--- src/rtl/gpio_pkg.sv ---
// Shared definitions for the GPIO host-bus interface.
//   - FSM state encoding for gpio_bus_if
//   - default synchroniser depth and bus widths
//   - small decode helpers for the active-low, synchronised strobes
package gpio_pkg;

    localparam int SYNC_STAGES_DEF = 2;
    localparam int ADDR_W          = 6;
    localparam int DATA_W          = 8;

    typedef enum logic [2:0] {
        IDLE      = 3'd0,
        RD_REQ    = 3'd1,
        RD_WAIT   = 3'd2,
        RD_DRIVE  = 3'd3,
        WR_ACC    = 3'd4,
        WR_COMMIT = 3'd5
    } gpio_state_t;

    // Host write phase: chip enabled and write strobe low.
    function automatic logic is_write_req(input logic ce_n, input logic we_n);
        return (ce_n == 1'b0) && (we_n == 1'b0);
    endfunction

    // Host read phase: chip and output enable low, write strobe idle.
    function automatic logic is_read_req(input logic ce_n, input logic oe_n,
                                         input logic we_n);
        return (ce_n == 1'b0) && (oe_n == 1'b0) && (we_n == 1'b1);
    endfunction

endpackage

--- src/rtl/gpio_sync.sv ---
// N-stage, W-bit flop synchroniser with a parameterised reset value.
// Ports:
//   clk   - destination clock
//   rst_n - synchronous active-low reset, loads RST_VAL into every stage
//   d     - asynchronous input bits
//   q     - synchronised output (last stage)
module gpio_sync #(
    parameter int           N       = 2,
    parameter int           W       = 1,
    parameter logic [W-1:0] RST_VAL = {W{1'b0}}
) (
    input  logic         clk,
    input  logic         rst_n,
    input  logic [W-1:0] d,
    output logic [W-1:0] q
);

    logic [W-1:0] stage_r [N];

    // Shift chain; every stage resets to RST_VAL so idle strobes stay inactive.
    always_ff @(posedge clk) begin
        if (!rst_n) begin
            for (int i = 0; i < N; i++) begin
                stage_r[i] <= RST_VAL;
            end
        end else begin
            stage_r[0] <= d;
            for (int i = 1; i < N; i++) begin
                stage_r[i] <= stage_r[i-1];
            end
        end
    end

    assign q = stage_r[N-1];

endmodule

--- src/rtl/gpio_bus_if.sv ---
// Asynchronous SRAM-style host bus to single-clock register-file bridge.
// All host pins are synchronised, then a small FSM turns host read/write
// phases into one-cycle reg_re / reg_we strobes and drives read data back.
// Ports:
//   clk, RESETn         - core clock, synchronous active-low reset
//   addr_i, ceb_i,      - asynchronous host address and active-low
//   oeb_i, web_i, d_i     chip/output/write enables, host write data
//   d_o, d_oe           - read data toward the pads and its output enable
//   reg_addr, reg_wdata - register-file address and write data
//   reg_we, reg_re      - one-cycle write / read strobes
//   reg_rdata           - register-file read data, valid 1 clk after reg_re
module gpio_bus_if
    import gpio_pkg::*;
#(
    parameter int SYNC_STAGES = SYNC_STAGES_DEF
) (
    input  logic              clk,
    input  logic              RESETn,
    input  logic [ADDR_W-1:0] addr_i,
    input  logic              ceb_i,
    input  logic              oeb_i,
    input  logic              web_i,
    input  logic [DATA_W-1:0] d_i,
    output logic [DATA_W-1:0] d_o,
    output logic              d_oe,
    output logic [ADDR_W-1:0] reg_addr,
    output logic [DATA_W-1:0] reg_wdata,
    output logic              reg_we,
    output logic              reg_re,
    input  logic [DATA_W-1:0] reg_rdata
);

    logic              ce_s;
    logic              oe_s;
    logic              we_s;
    logic [ADDR_W-1:0] addr_s;
    logic [DATA_W-1:0] d_s;

    gpio_state_t       state_r;
    logic [ADDR_W-1:0] rd_addr_r;
    logic [ADDR_W-1:0] wr_addr_r;
    logic [DATA_W-1:0] wr_data_r;
    logic [DATA_W-1:0] d_o_r;
    logic              d_oe_r;
    logic [ADDR_W-1:0] reg_addr_r;
    logic [DATA_W-1:0] reg_wdata_r;
    logic              reg_we_r;
    logic              reg_re_r;

    // Strobes reset to the inactive (high) level so reset never fakes an access.
    gpio_sync #(
        .N       (SYNC_STAGES),
        .W       (3),
        .RST_VAL (3'b111)
    ) u_sync_strobe (
        .clk   (clk),
        .rst_n (RESETn),
        .d     ({ceb_i, oeb_i, web_i}),
        .q     ({ce_s, oe_s, we_s})
    );

    gpio_sync #(
        .N       (SYNC_STAGES),
        .W       (ADDR_W + DATA_W),
        .RST_VAL ({(ADDR_W + DATA_W){1'b0}})
    ) u_sync_bus (
        .clk   (clk),
        .rst_n (RESETn),
        .d     ({addr_i, d_i}),
        .q     ({addr_s, d_s})
    );

    // Bus FSM with registered outputs. Strobes are set on the transition into
    // RD_REQ / WR_COMMIT so they are high exactly while in those states.
    always_ff @(posedge clk) begin
        if (!RESETn) begin
            state_r     <= IDLE;
            rd_addr_r   <= {ADDR_W{1'b0}};
            wr_addr_r   <= {ADDR_W{1'b0}};
            wr_data_r   <= {DATA_W{1'b0}};
            d_o_r       <= {DATA_W{1'b0}};
            d_oe_r      <= 1'b0;
            reg_addr_r  <= {ADDR_W{1'b0}};
            reg_wdata_r <= {DATA_W{1'b0}};
            reg_we_r    <= 1'b0;
            reg_re_r    <= 1'b0;
        end else begin
            reg_we_r <= 1'b0;
            reg_re_r <= 1'b0;
            case (state_r)
                IDLE: begin
                    d_oe_r <= 1'b0;
                    // Write wins when OE and WE are both low.
                    if (is_write_req(ce_s, we_s)) begin
                        state_r   <= WR_ACC;
                        wr_addr_r <= addr_s;
                        wr_data_r <= d_s;
                    end else if (is_read_req(ce_s, oe_s, we_s)) begin
                        state_r    <= RD_REQ;
                        reg_re_r   <= 1'b1;
                        reg_addr_r <= addr_s;
                        rd_addr_r  <= addr_s;
                    end else begin
                        state_r <= IDLE;
                    end
                end
                RD_REQ: begin
                    state_r <= RD_WAIT;
                end
                RD_WAIT: begin
                    // Host gave up before data arrived: do not glitch the pads.
                    if (ce_s || oe_s) begin
                        state_r <= IDLE;
                        d_oe_r  <= 1'b0;
                    end else begin
                        state_r <= RD_DRIVE;
                        d_o_r   <= reg_rdata;
                        d_oe_r  <= 1'b1;
                    end
                end
                RD_DRIVE: begin
                    if (ce_s || oe_s) begin
                        state_r <= IDLE;
                        d_oe_r  <= 1'b0;
                    end else if (!we_s) begin
                        state_r   <= WR_ACC;
                        d_oe_r    <= 1'b0;
                        wr_addr_r <= addr_s;
                        wr_data_r <= d_s;
                    end else if (addr_s != rd_addr_r) begin
                        // Re-read at the new address; pads keep driving old data.
                        state_r    <= RD_REQ;
                        reg_re_r   <= 1'b1;
                        reg_addr_r <= addr_s;
                        rd_addr_r  <= addr_s;
                    end else begin
                        state_r <= RD_DRIVE;
                    end
                end
                WR_ACC: begin
                    d_oe_r <= 1'b0;
                    // Only samples taken while the strobe is still low are kept,
                    // so bus changes coincident with the rising strobe are ignored.
                    if (ce_s || we_s) begin
                        state_r     <= WR_COMMIT;
                        reg_we_r    <= 1'b1;
                        reg_addr_r  <= wr_addr_r;
                        reg_wdata_r <= wr_data_r;
                    end else begin
                        state_r   <= WR_ACC;
                        wr_addr_r <= addr_s;
                        wr_data_r <= d_s;
                    end
                end
                WR_COMMIT: begin
                    state_r <= IDLE;
                end
                default: begin
                    state_r <= IDLE;
                    d_oe_r  <= 1'b0;
                end
            endcase
        end
    end

    assign d_o       = d_o_r;
    assign d_oe      = d_oe_r;
    assign reg_addr  = reg_addr_r;
    assign reg_wdata = reg_wdata_r;
    assign reg_we    = reg_we_r;
    assign reg_re    = reg_re_r;

endmodule

--- config.mk ---
export PLATFORM = sky130hd
export DESIGN_NAME = gpio_bus_if
export DESIGN_NICKNAME = d
export VERILOG_FILES = /design/src/rtl/gpio_pkg.sv /design/src/rtl/gpio_sync.sv /design/src/rtl/gpio_bus_if.sv
export SDC_FILE = /design/constraint.sdc
export NUM_CORES = 1
export LEC_CHECK = 0
export BUFFER_PORTS_ARGS = -buffer_cell sky130_fd_sc_hd__clkbuf_2
export CELL_PAD_IN_SITES_DETAIL_PLACEMENT = 1
export CELL_PAD_IN_SITES_GLOBAL_PLACEMENT = 1
export CORE_UTILIZATION = 38
export DETAILED_ROUTE_END_ITERATION = 12
export HOLD_SLACK_MARGIN = 0.15
export PLACE_DENSITY = 0.71
export SETUP_SLACK_MARGIN = 0.2
export SKIP_CTS_REPAIR_TIMING = 1
export SYNTH_ARGS = -nofsm -noshare
export SYNTH_HDL_FRONTEND = slang
export SYNTH_SLANG_ARGS = --single-unit
--- constraint.sdc ---
create_clock -name clk -period 1.55 [get_ports clk]
set_clock_uncertainty 0.05 [all_clocks]
set_input_delay 0.465 -clock clk [delete_from_list [all_inputs] [get_ports clk]]
set_output_delay 0.465 -clock clk [all_outputs]
set_load 0.1 [all_outputs]
* Word-level counts from Yosys, hierarchy flattened
Memory sizes are Yosys's and may differ from the RTL's.
Cells that the tools add are included.
** Word-level totals
- Bits in registers :: 48
- Word-level logic and storage cells :: 96
- Input bits :: 27
- Memory bits (writable) :: 34
- Memories :: 2
** Operators by class
- Reductions and logical operators :: 16
- Eq/ne operators :: 16
- Bitwise gates (word level) :: 9
- Multiplexer cells :: 43
** Memories
- u_sync_bus.stage_r :: words 2, width 14, rd ports 2, clocked after memory_dff 0, write ports 2, line gpio_sync.sv:18 : logic [W-1:0] stage_r [N];
- u_sync_strobe.stage_r :: words 2, width 3, rd ports 2, clocked after memory_dff 0, write ports 2, line gpio_sync.sv:18
** Operators by type and width (number)
- 6-bit two-way mux :: 10
- 6-bit one-hot mux with 3 select lines :: 2
- 8-bit two-way mux :: 4
- 14-bit two-way mux :: 2
- 8-bit one-hot mux with 3 select lines :: 1
- 2-bit != test, second input constant :: 8
- 3-bit two-way mux :: 5
- 3-bit one-hot mux with 5 select lines :: 1
- 1-bit two-way mux :: 13
- 6-bit one-hot mux with 2 select lines :: 1
- 2-bit AND reduction :: 4
- 7-bit AND reduction :: 1
- 3-bit by 2-bit == test with 1-bit output, second input constant :: 2
- 3-bit == test, second input constant :: 2
- 6-bit != test :: 1
- 6-bit AND reduction :: 1
- 1-bit inverter :: 5
- 5-bit AND reduction :: 1
- 2-bit two-way mux :: 2
- 1-bit bitwise OR :: 4
- 3-bit by 1-bit == test with 1-bit output, second input constant :: 1
- 1-bit logical AND :: 3
- 3-bit logical NOT :: 1
- 3-bit != test, second input constant :: 1
- 7 further kinds :: 8

* Depth between registers and ports, before layout
Gate-level depths: netlist (run 1).
An unclocked memory read counts as a cell.
- Depth in word-level cells :: 7
- Mapped depth :: 7
- Gate-level depth less buffers :: 5

* Cells and area by module
A second synthesis (run 1) with hierarchy kept.
** Second synthesis, totals
- Cell total of the unflattened synthesis :: 315
- Area total of the unflattened synthesis :: 3160.5 um^2
** Modules (own cells, without submodules)
- gpio_bus_if :: sequential area each 960.9 um^2, instances 1, cells each 228, area an instance 2089.5 um^2
- gpio_sync (u_sync_bus) :: sequential area each 560.5 um^2, instances 1, cells each 72, area an instance 890.9 um^2
- gpio_sync (u_sync_strobe) :: sequential area each 120.1 um^2, instances 1, cells each 15, area an instance 180.2 um^2

* Least setup slack after synthesis (run 1)
No wires, ideal clock.
- Kind :: flip-flop to flip-flop
- From :: register state_r[2]
- To :: register wr_addr_r[0]
- Period minus slack after synthesis :: 1.604 ns
- Library setup time :: 0.128 ns
- Cell stages (with the launch flop) :: 7
- Buffers on the path :: 1
- Setup slack :: -0.054 ns
- Data arrival time :: 1.427 ns
- Cells stage by stage :: dfxtp_1 -> and3b_4 -> nor2b_4 -> o21ai_4 -> buf_8 -> mux2i_1 -> nor2_1
** On the way
- Longest elaborated chain between the ends :: 3
- Elaborated cells on any way between the ends :: 10
** RTL lines
- from (decl) :: line gpio_bus_if.sv:39 : gpio_state_t state_r;
- from (signal assigned) :: line gpio_bus_if.sv:77 : state_r <= IDLE;
- from (signal assigned) :: line gpio_bus_if.sv:95 : state_r <= WR_ACC;
- from (signal assigned) :: line gpio_bus_if.sv:99 : state_r <= RD_REQ;
- 3-bit by 2-bit == test with 1-bit output (tied with other cells) :: line gpio_bus_if.sv:90 : case (state_r)
- 2-bit != test (no line) or 3-bit nonzero test (tied branches)
- 5-bit AND reduction (no line)
- to (signal assigned) :: line gpio_bus_if.sv:79 : wr_addr_r <= {ADDR_W{1'b0}};
- to (signal assigned) :: line gpio_bus_if.sv:96 : wr_addr_r <= addr_s;
- to (signal assigned) :: line gpio_bus_if.sv:128 : wr_addr_r <= addr_s;
- to (decl) :: line gpio_bus_if.sv:41 : logic [ADDR_W-1:0] wr_addr_r;
Several ways; a longest one is shown, not always the timed one.
A chain may end at the register's enable or synchronous reset.

* Worst setup path in the final report (run 1)
- From :: register state_r[2]
- To :: register wr_addr_r[3]
Same word-level chain as after synthesis.

==> results.tsv, run 1 <==
metric	value	unit
initial antenna violation count	0	
Hold EP	u_sync_strobe.stage_r[0][1]$_SDFF_PN1_	
R2R cell count	6	
Core Util, Final	58.6	%
WHS	0.232	ns
pin count of the biggest net entering global routing	26	
top-area cell type share of the netlist area	56.2	%
met1 wire length	3080	µm
Internal	2890	µW
row count	31	
Final Max Slew Viols	0	
Critical Path Source Type	register	
type of the worst min-delay path	primary input to register	
ANT cells	0	
Final Wtd Congestion	0.776	
worst endpoint required time	1.75	ns
CTS root buf	clkbuf_8	
share of layout cells above drive strength 1	45.5	%
switch share	26.1	%
VDD IR max	0.428	mV
Reg area	0.00171	mm²
clk slew on worst S/H paths	0.09	ns
critical-path maximum fanout	7	
P_sw	1020	µW
design area	0.00430	mm²
RR Startpoint	state_r[2]$_SDFF_PN0_	
DR iter-0 viols	55	
Seq pwr share	55.5	%
synthesized flop and latch total	82	
Final period util	99.9	%
core footprint	0.00733	mm²
port bufs	51	
Achievable Freq	0.646	GHz
Hold Violations, Final	0	
nets	402	
wire length of the first global-routing pass	10400	µm
Initial Utilization	39.9	%
Post-DRT Antenna Nets	0	
Synth area leaders	dfxtp_1 (56%), mux2i_1 (8.9%), and2_1 (6.4%)	
grt ovf	0	
Vias/cell	4.67	
TritonRoute pass-1 iters	4	
DPL Wire Length	4520	µm
Clk pwr share	38.1	%
H-tree Lvls	3	
Area growth syn-to-layout	47.1	%
num ports	52	
arrival time at the worst endpoint	1.75	ns
min cycle time layout	1.55	ns
via count	2239	
area of the multi-input gates	0.00132	mm²
CTS tree	done	
Max Root-Sink Buffers	2	
fillers	768	
synthesized area	0.00292	mm²
status	finished clean	
Final Power	3910	µW
Gate Count Post-Synth	290	
Logic pwr share	6.4	%
max layer used	met4	
Worst Setup End Kind	register	
met3 WL	226	µm
drt wl/cell	14.0	µm
# setup viols final	0	
RR Endpoint	wr_addr_r[3]$_SDFFE_PN0P_	
routed wire length	6700	µm
worst-skew pair later-pin latency	0.36	ns
sequential-to-total area share from yosys stat	56.2	%
Met2 Routed Length	3270	µm
Max-cap violations	0	
Pleak	0.00178	µW
mean post-synth cell area	10.1	µm²
Power Density	910	mW/mm²
syn_nets	317	
RSZ-0062 raised after global routing	yes	
internal reg-to-reg setup slack	0.002	ns
Slew HR	74.5	%
Synth Warn #	0	
top_reg_cell synth	dfxtp_1	
die area	0.00804	mm²
Tot GR Track Use	17.3	%
CTS Buf Count	9	
die extent in y	89.7	µm
post-route DRC violation count	0	
depth of the worst hold-timing path	2	
Num Clock Sinks	82	
critical path class	register to register	
Die X	89.7	µm
Hold Startpoint	oeb_i	
top cell type by total area after synthesis	dfxtp_1	
Post-synth EDFFs	0	
Worst-Margin Slew	0.378	ns
Async SR Flop Fraction	0	%
vias in the first global route	2245	
Yosys cell types	32	
Placed Area	0.00389	mm²
-- cell usage after synthesis, types with 4 or more instances --
master / n
nand3_1: 9
mux2i_1: 26
xor2_1: 6
and2_1: 30
nand2b_1: 8
clkbuf_1: 9
o21ai_0: 4
nand2_1: 39
dfxtp_1: 82
nor2_1: 24
a21oi_1: 25
-- layout make-up --
type                    instances  area share [%]
inverters                       1          0.0874
clock inverters                 7            1.49
flip-flops and latches         82            39.7
clock buffers                   9            2.88
multi-input cells             193            30.8
repair buffers                 88            22.2
well taps                      99            2.88
-- worst max-delay path by stage --
stage	slack (ns)	startpoint	to	depth (start not counted)
finish	0.002	state_r[2]$_SDFF_PN0_	wr_addr_r[3]$_SDFFE_PN0P_	6
global route	-0.03	state_r[2]$_SDFF_PN0_	wr_addr_r[3]$_SDFFE_PN0P_	6
CTS	-0.14	rd_addr_r[5]$_SDFFE_PN0P_	rd_addr_r[2]$_SDFFE_PN0P_	5
detailed placement	-0.12	rd_addr_r[5]$_SDFFE_PN0P_	rd_addr_r[2]$_SDFFE_PN0P_	5
global placement	0.02	u_sync_bus.stage_r[0][24]$_SDFF_PN0_	rd_addr_r[2]$_SDFFE_PN0P_	5
floorplan	0.02	state_r[2]$_SDFF_PN0_	wr_addr_r[0]$_SDFFE_PN0P_	6
-- registers in the layout (all words and copies together) (netlist names), 6 cells and up --
register               flops
u_sync_bus.stage_r        28
u_sync_strobe.stage_r      6
wr_data_r                  8
wr_addr_r                  6
reg_wdata                  8
d_o                        8
rd_addr_r                  6
reg_addr                   6
-- kinds of logic after synthesis --
logic type                after synthesis  share of synthesized area (%)
and+or+nand+nor                       120                           21.7
buffers and inverters                  15                           2.57
AOI/OAI and AO/OA                      41                           8.82
muxes                                  26                           8.91
DFF                                    82                           56.2
xor gates and xnor gates                6                           1.80
-- power groups by stage --
stage	combinational, µW	sequential [µW]	clock, µW
after floorplan	98.0	2250	0
after global placement	225	2220	0
after detailed placement	230	2220	0
after CTS	231	2170	1540
after global routing	273	2180	1620
final	252	2170	1490
-- per-layer routing --
| metal | vias up | track usage (%) |
|---|---|---|
| li1 | 1122 | - |
| met1 | 1063 | 21.4 |
| met2 | 44 | 27.5 |
| met3 | 10 | 4.84 |
| met4 | 0 | 8.95 |
| met5 | - | 0 |
-- critical path, cell delays in order (launching register included) --
cell     delay (ns)
dfxtp_4        0.38
and3b_4        0.23
nor2b_4        0.13
o21ai_4        0.18
buf_12         0.17
mux2i_4        0.23
nor2_1         0.06
-- stage by stage --
step | TNS [ns] | setup slack [ns] | cells
5_1_grt | -0.118 | -0.0289 | 479
4_1_cts | -0.783 | -0.137 | 467
3_5_place_dp | -0.571 | -0.120 | 451
6_report | 0 | 0.00225 | 479
2_1_floorplan | 0 | 0.0179 | 290
3_3_place_gp | 0 | 0.0168 | 451
-- layout by cell type, fill, tap and decap left out, drive strengths merged, types with 2 or more instances in the layout --
cell type,count
a211oi,6
a21oi,25
and2,30
buf,62
clkbuf,35
dfxtp,82
inv,8
mux2i,26
nand2,39
nand2b,8
nand3,9
nor2,26
nor2b,2
o21a,2
o21ai,7
xor2,6
No activity file was read; power rests on OpenSTA's default activity.
==> run 2: changes to the inputs <==
--- a/config.mk
+++ b/config.mk
@@ -8,12 +8,14 @@
 export BUFFER_PORTS_ARGS = -buffer_cell sky130_fd_sc_hd__clkbuf_2
 export CELL_PAD_IN_SITES_DETAIL_PLACEMENT = 1
 export CELL_PAD_IN_SITES_GLOBAL_PLACEMENT = 1
-export CORE_UTILIZATION = 38
+export CORE_UTILIZATION = 40
+export CTS_BUF_LIST = sky130_fd_sc_hd__clkbuf_8
 export DETAILED_ROUTE_END_ITERATION = 12
 export HOLD_SLACK_MARGIN = 0.15
-export PLACE_DENSITY = 0.71
+export PLACE_DENSITY_LB_ADDON = 0.1
 export SETUP_SLACK_MARGIN = 0.2
 export SKIP_CTS_REPAIR_TIMING = 1
 export SYNTH_ARGS = -nofsm -noshare
 export SYNTH_HDL_FRONTEND = slang
 export SYNTH_SLANG_ARGS = --single-unit
+export TNS_END_PERCENT = 50
==> run 2 against run 1 <==
Net effect: sequential share of layout area rose by 0.39 points; critical path depth did not move; core utilization rose by 2.3 points; global-route usage rose by 0.76 points; clock-buffer cell count did not move; cell count fell by 2.9%; maximum frequency rose by 0.47%; sequential power barely moved; design area fell by 2.1%; sequential cell count did not move; combinational power fell by 6%; critical path type unchanged; critical endpoint is now wr_data_r[1]$_SDFFE_PN0P_; largest cell class unchanged; largest power group unchanged.
==> results.tsv, run 2 (same netlist as run 1, synthesis figures left out) <==
metric	value	unit
status	finished clean	
critical-path maximum fanout	9	
die extent in y	87.5	µm
wire length of the first global-routing pass	10500	µm
RSZ-0062 raised after global routing	yes	
Vias/cell	4.74	
RR Startpoint	state_r[2]$_SDFF_PN0_	
arrival time at the worst endpoint	1.73	ns
Achievable Freq	0.649	GHz
Worst-Margin Slew	0.385	ns
DPL Wire Length	4500	µm
pre-CTS setup slack	-0.0775	ns
Cell Count, Final, Fillers Out	465	
via count	2206	
Post-DRT Antenna Nets	0	
grt ovf	0	
TritonRoute pass-1 iters	4	
Hold Violations, Final	0	
worst endpoint required time	1.73	ns
R2R cell count	6	
Final period util	99.4	%
share of layout cells above drive strength 1	40.4	%
Pleak	0.00175	µW
fillers	764	
row count	30	
RR Endpoint	wr_data_r[1]$_SDFFE_PN0P_	
ANT cells	0	
Initial Utilization	42.3	%
vias in the first global route	2182	
port bufs	51	
final setup margin	0.00942	ns
# setup viols final	0	
H-tree Lvls	3	
Slew HR	74.1	%
die area	0.00765	mm²
internal reg-to-reg setup slack	0.009	ns
post-route DRC violation count	0	
Critical Path Source Type	register	
Placed Area	0.00383	mm²
Area growth syn-to-layout	43.9	%
Final Power	4130	µW
Num Clock Sinks	82	
CTS Buf Count	9	
CTS root buf	clkbuf_8	
Final Wtd Congestion	0.762	
drt wl/cell	14.4	µm
initial antenna violation count	0	
min cycle time layout	1.54	ns
critical path class	register to register	
design area	0.00421	mm²
Hold EP	u_sync_strobe.stage_r[0][1]$_SDFF_PN1_	
routed wire length	6690	µm
Worst Setup End Kind	register	
worst-skew pair later-pin latency	0.35	ns
commonest non-fill, non-tap cells in the layout	dfxtp_1 (57), nand2_1 (37), and2_1 (29)	
Largest Register	u_sync_bus.stage_r	
core footprint	0.00691	mm²
Largest register FFs	28	
Max Root-Sink Buffers	2	
Power Density	982	mW/mm²
clk slew on worst S/H paths	0.09	ns
pin count of the biggest net entering global routing	33	
nets	391	
num ports	52	
Max-cap violations	0	
CTS tree	done	
DR iter-0 viols	84	
setup TNS	0	ns
Final Max Slew Viols	0	
most common cell after layout, fill and taps aside	dfxtp_1	
Hold Startpoint	oeb_i	
type of the worst min-delay path	primary input to register	
Die X	87.5	µm
depth of the worst hold-timing path	2	
VDD IR max	0.706	mV
Tot GR Track Use	18.1	%
Placed Cells	446	
==> run 2: changes by cell type in the layout (fill, tap and decap cells not counted), sizes merged <==
| cell | previous run | this run |
|---|---|---|
| inv | 8 | 3 |
| clkinv | 0 | 3 |
| buf | 62 | 51 |
| bufinv | 0 | 2 |
==> run 2: cell type report <==
class | count | area (µm²) | share of cell area [%]
multi-input cells | 193 | 1310 | 31.1
repair buffers | 77 | 866 | 20.6
well taps | 96 | 120 | 2.86
clock inverters | 7 | 100 | 2.38
flip-flops and latches | 82 | 1690 | 40.1
clock buffers | 9 | 124 | 2.95
inverters | 1 | 3.75 | 0.0893
==> run 2: layer usage <==
| layer | up-vias | part of all wire [%] | wire length, µm | global-route usage [%] |
|---|---|---|---|---|
| li1 | 1108 | - | - | - |
| met1 | 1034 | 46 | 3080 | 24.2 |
| met2 | 51 | 48 | 3240 | 28.1 |
| met3 | 13 | 3.6 | 239 | 3.79 |
| met4 | 0 | 1.9 | 128 | 7.90 |
| met5 | - | 0 | 0 | 0 |
==> run 2: where the power goes <==
| part | switching, µW | total [µW] | internal [µW] |
|---|---|---|---|
| combinational | 130 | 236 | 106 |
| clock | 800 | 1720 | 921 |
| sequential | 24.8 | 2170 | 2150 |
| total | 954 | 4130 | 3170 |
==> run 2: how the worst max path moves through the flow <==
stage | from | end | slack [ns] | cells after the start
after global routing | state_r[2]$_SDFF_PN0_ | wr_data_r[1]$_SDFFE_PN0P_ | -0.04 | 6
after detailed placement | state_r[1]$_SDFF_PN0_ | rd_addr_r[4]$_SDFFE_PN0P_ | -0.08 | 5
after CTS | state_r[1]$_SDFF_PN0_ | rd_addr_r[4]$_SDFFE_PN0P_ | -0.11 | 5
after floorplan | state_r[2]$_SDFF_PN0_ | wr_addr_r[0]$_SDFFE_PN0P_ | 0.02 | 6
final | state_r[2]$_SDFF_PN0_ | wr_data_r[1]$_SDFFE_PN0P_ | 0.009 | 6
after global placement | rd_addr_r[1]$_SDFFE_PN0P_ | rd_addr_r[5]$_SDFFE_PN0P_ | -0.002 | 5
==> run 2: worst max-delay path: stages (launching register included) <==
cell,delay (ns)
dfxtp_4,0.36
and3b_4,0.21
nor2b_4,0.13
o21ai_4,0.21
buf_12,0.17
mux2i_2,0.22
nor2_1,0.07
==> run 2: stage by stage <==
| step | hold slack [ns] | util (%) |
|---|---|---|
| after floorplan | 0.336 | - |
| after global placement | 0.346 | 55.5 |
| after detailed placement | 0.353 | 55.5 |
| after CTS | 0.230 | 58.8 |
| after global routing | 0.241 | 60.9 |
| final | 0.242 | 60.9 |
==> run 3: changes to the inputs <==
--- a/config.mk
+++ b/config.mk
@@ -5,12 +5,13 @@
 export SDC_FILE = /design/constraint.sdc
 export NUM_CORES = 1
 export LEC_CHECK = 0
-export BUFFER_PORTS_ARGS = -buffer_cell sky130_fd_sc_hd__clkbuf_2
+export CAP_MARGIN = 20
 export CELL_PAD_IN_SITES_DETAIL_PLACEMENT = 1
 export CELL_PAD_IN_SITES_GLOBAL_PLACEMENT = 1
-export CORE_UTILIZATION = 40
+export CORE_UTILIZATION = 45
 export CTS_BUF_LIST = sky130_fd_sc_hd__clkbuf_8
 export DETAILED_ROUTE_END_ITERATION = 12
+export DONT_BUFFER_PORTS = 1
 export HOLD_SLACK_MARGIN = 0.15
 export PLACE_DENSITY_LB_ADDON = 0.1
 export SETUP_SLACK_MARGIN = 0.2
==> run 3 against run 2 <==
Net effect: sequential share of layout area grew 1.9 points; die area shrank 11%; hold slack lost 0.088 ns; first-iteration DRC count shrank 8.3%; critical path depth is the same; maximum frequency shrank 0.26%; largest power group unchanged; highest routed layer unchanged.
==> results.tsv, run 3 (same netlist as run 1, synthesis figures left out) <==
metric	value	unit
status	finished clean	
design area	0.00409	mm²
H-tree Lvls	3	
Final period util	99.7	%
critical path class	register to register	
Max Root-Sink Buffers	2	
DPL Wire Length	4020	µm
Clk pwr share	40.7	%
grt ovf	0	
CP delay by family, top	simple AND/OR/NAND/NOR gates	
Worst-Margin Slew	0.382	ns
Post-DRT Antenna Nets	0	
Max-cap violations	0	
drt wl/cell	17.4	µm
initial antenna violation count	0	
R2R cell count	6	
switch share	24.7	%
Critical Path Source Type	register	
VDD IR max	0.789	mV
arrival time at the worst endpoint	1.74	ns
Hold Violations, Final	0	
ANT cells	0	
routed wire length	7190	µm
Critical path buffers and inverters	1	
Achievable Freq	0.647	GHz
# setup viols final	0	
Power Density	973	mW/mm²
port bufs	0	
commonest non-fill, non-tap cells in the layout	dfxtp_1 (40), nand2_1 (33), dfxtp_2 (32)	
Initial Utilization	47.9	%
depth of the worst hold-timing path	1	
worst endpoint required time	1.74	ns
row count	28	
worst-skew pair later-pin latency	0.36	ns
Die X	82.6	µm
critical-path maximum fanout	8	
Pleak	0.00161	µW
Largest Register	u_sync_bus.stage_r	
Vias/cell	5.22	
Logic pwr share	4.8	%
core footprint	0.00610	mm²
TritonRoute pass-1 iters	4	
Final Wtd Congestion	0.727	
internal reg-to-reg setup slack	0.005	ns
num ports	52	
setup TNS	0	ns
min cycle time layout	1.54	ns
CTS root buf	clkbuf_8	
via count	2156	
Slew HR	74.4	%
Seq pwr share	54.5	%
share of layout cells above drive strength 1	42.3	%
slowest stage delay, CP	0.39	ns
vias in the first global route	1910	
CTS Buf Count	9	
Largest register FFs	28	
Placed Area	0.00333	mm²
Internal	3000	µW
Final Max Slew Viols	0	
nets	360	
DR iter-0 viols	77	
Worst Setup End Kind	register	
crit path cell chain	and3b_4 -> nor2b_4 -> o21ai_4 -> buf_12 -> mux2i_4 -> nor2_2	
post-route DRC violation count	0	
type of the worst min-delay path	primary input to register	
most common cell after layout, fill and taps aside	dfxtp_1	
clk slew on worst S/H paths	0.09	ns
RSZ-0062 raised after global routing	yes	
CTS tree	done	
die area	0.00682	mm²
P_sw	985	µW
slowest CP cell	dfxtp_4	
Tot GR Track Use	18.9	%
die extent in y	82.6	µm
WHS	0.153	ns
wire length of the first global-routing pass	9230	µm
Area growth syn-to-layout	40.0	%
Critical Path Stages	6	
pin count of the biggest net entering global routing	51	
Num Clock Sinks	82	
run 3: changes by cell type in the layout (fill, tap and decap cells not counted), moves of 2 or more:
cell,delta
mux2i_1,-2
xor2_1,-4
clkbuf_2,-26
nand2_2,+4
dfxtp_2,+12
buf_4,-8
dfxtp_1,-17
a211oi_2,-2
dfxtp_4,+5
dlygate4sd3_1,+2
nand2_1,-4
a211oi_1,+2
xor2_2,+4
run 3: final timing paths:
kind	start	end
worst max-delay path	state_r[1]$_SDFF_PN0_	wr_data_r[3]$_SDFFE_PN0P_
worst min-delay path	ceb_i	u_sync_strobe.stage_r[0][2]$_SDFF_PN1_
worst min register to register	u_sync_strobe.stage_r[0][0]$_SDFF_PN1_	u_sync_strobe.stage_r[0][3]$_SDFF_PN1_
worst max register to register	state_r[1]$_SDFF_PN0_	wr_data_r[3]$_SDFFE_PN0P_
run 3: worst reg2reg max path: cells and delay by family (launching register included):
kind	cells	cell delay [ns]
flip-flops	1	0.39
AND/OR/NAND/NOR	3	0.40
multiplexers	1	0.23
AO/OA/AOI/OAI	1	0.19
buffers and inverters	1	0.17
run 3: per-layer routing:
layer  GRT usage (%)  vias up  part of all wire (%)
met5               0        -                     0
met4            11.4        0                   3.4
met3            4.62       17                   4.0
met2            28.8       60                    51
met1            23.9     1037                    42
li1                -     1042                     -
run 3: area by class of cell:
class,instances,area [µm²]
Inverter,1,3.75
Timing Repair Buffer,46,707
Fill cell,623,2000
Sequential cell,82,1720
Tap cell,75,93.8
Multi-Input combinational cell,193,1360
Clock buffer,9,124
Clock inverter,7,83.8
run 3: metrics by stage:
| stage | worst slack [ns] | utilization, % | cells | power, µW |
|---|---|---|---|---|
| after floorplan | 0.0179 | - | 290 | 2350 |
| after CTS | -0.0343 | 58.0 | 407 | 3980 |
| after detailed placement | 0.00509 | 54.6 | 391 | 2380 |
| after global routing | -0.0620 | 67.1 | 413 | 4130 |
| after global placement | 0.0413 | 54.6 | 391 | 2370 |
| final | 0.00534 | 67.1 | 413 | 3980 |
run 3: power groups by stage:
stage	logic (µW)	registers, µW	clock network, µW
4_1_cts	155	2180	1650
6_report	192	2170	1620
3_5_place_dp	154	2230	0
5_1_grt	204	2180	1750
3_3_place_gp	151	2220	0
2_1_floorplan	98.0	2250	0
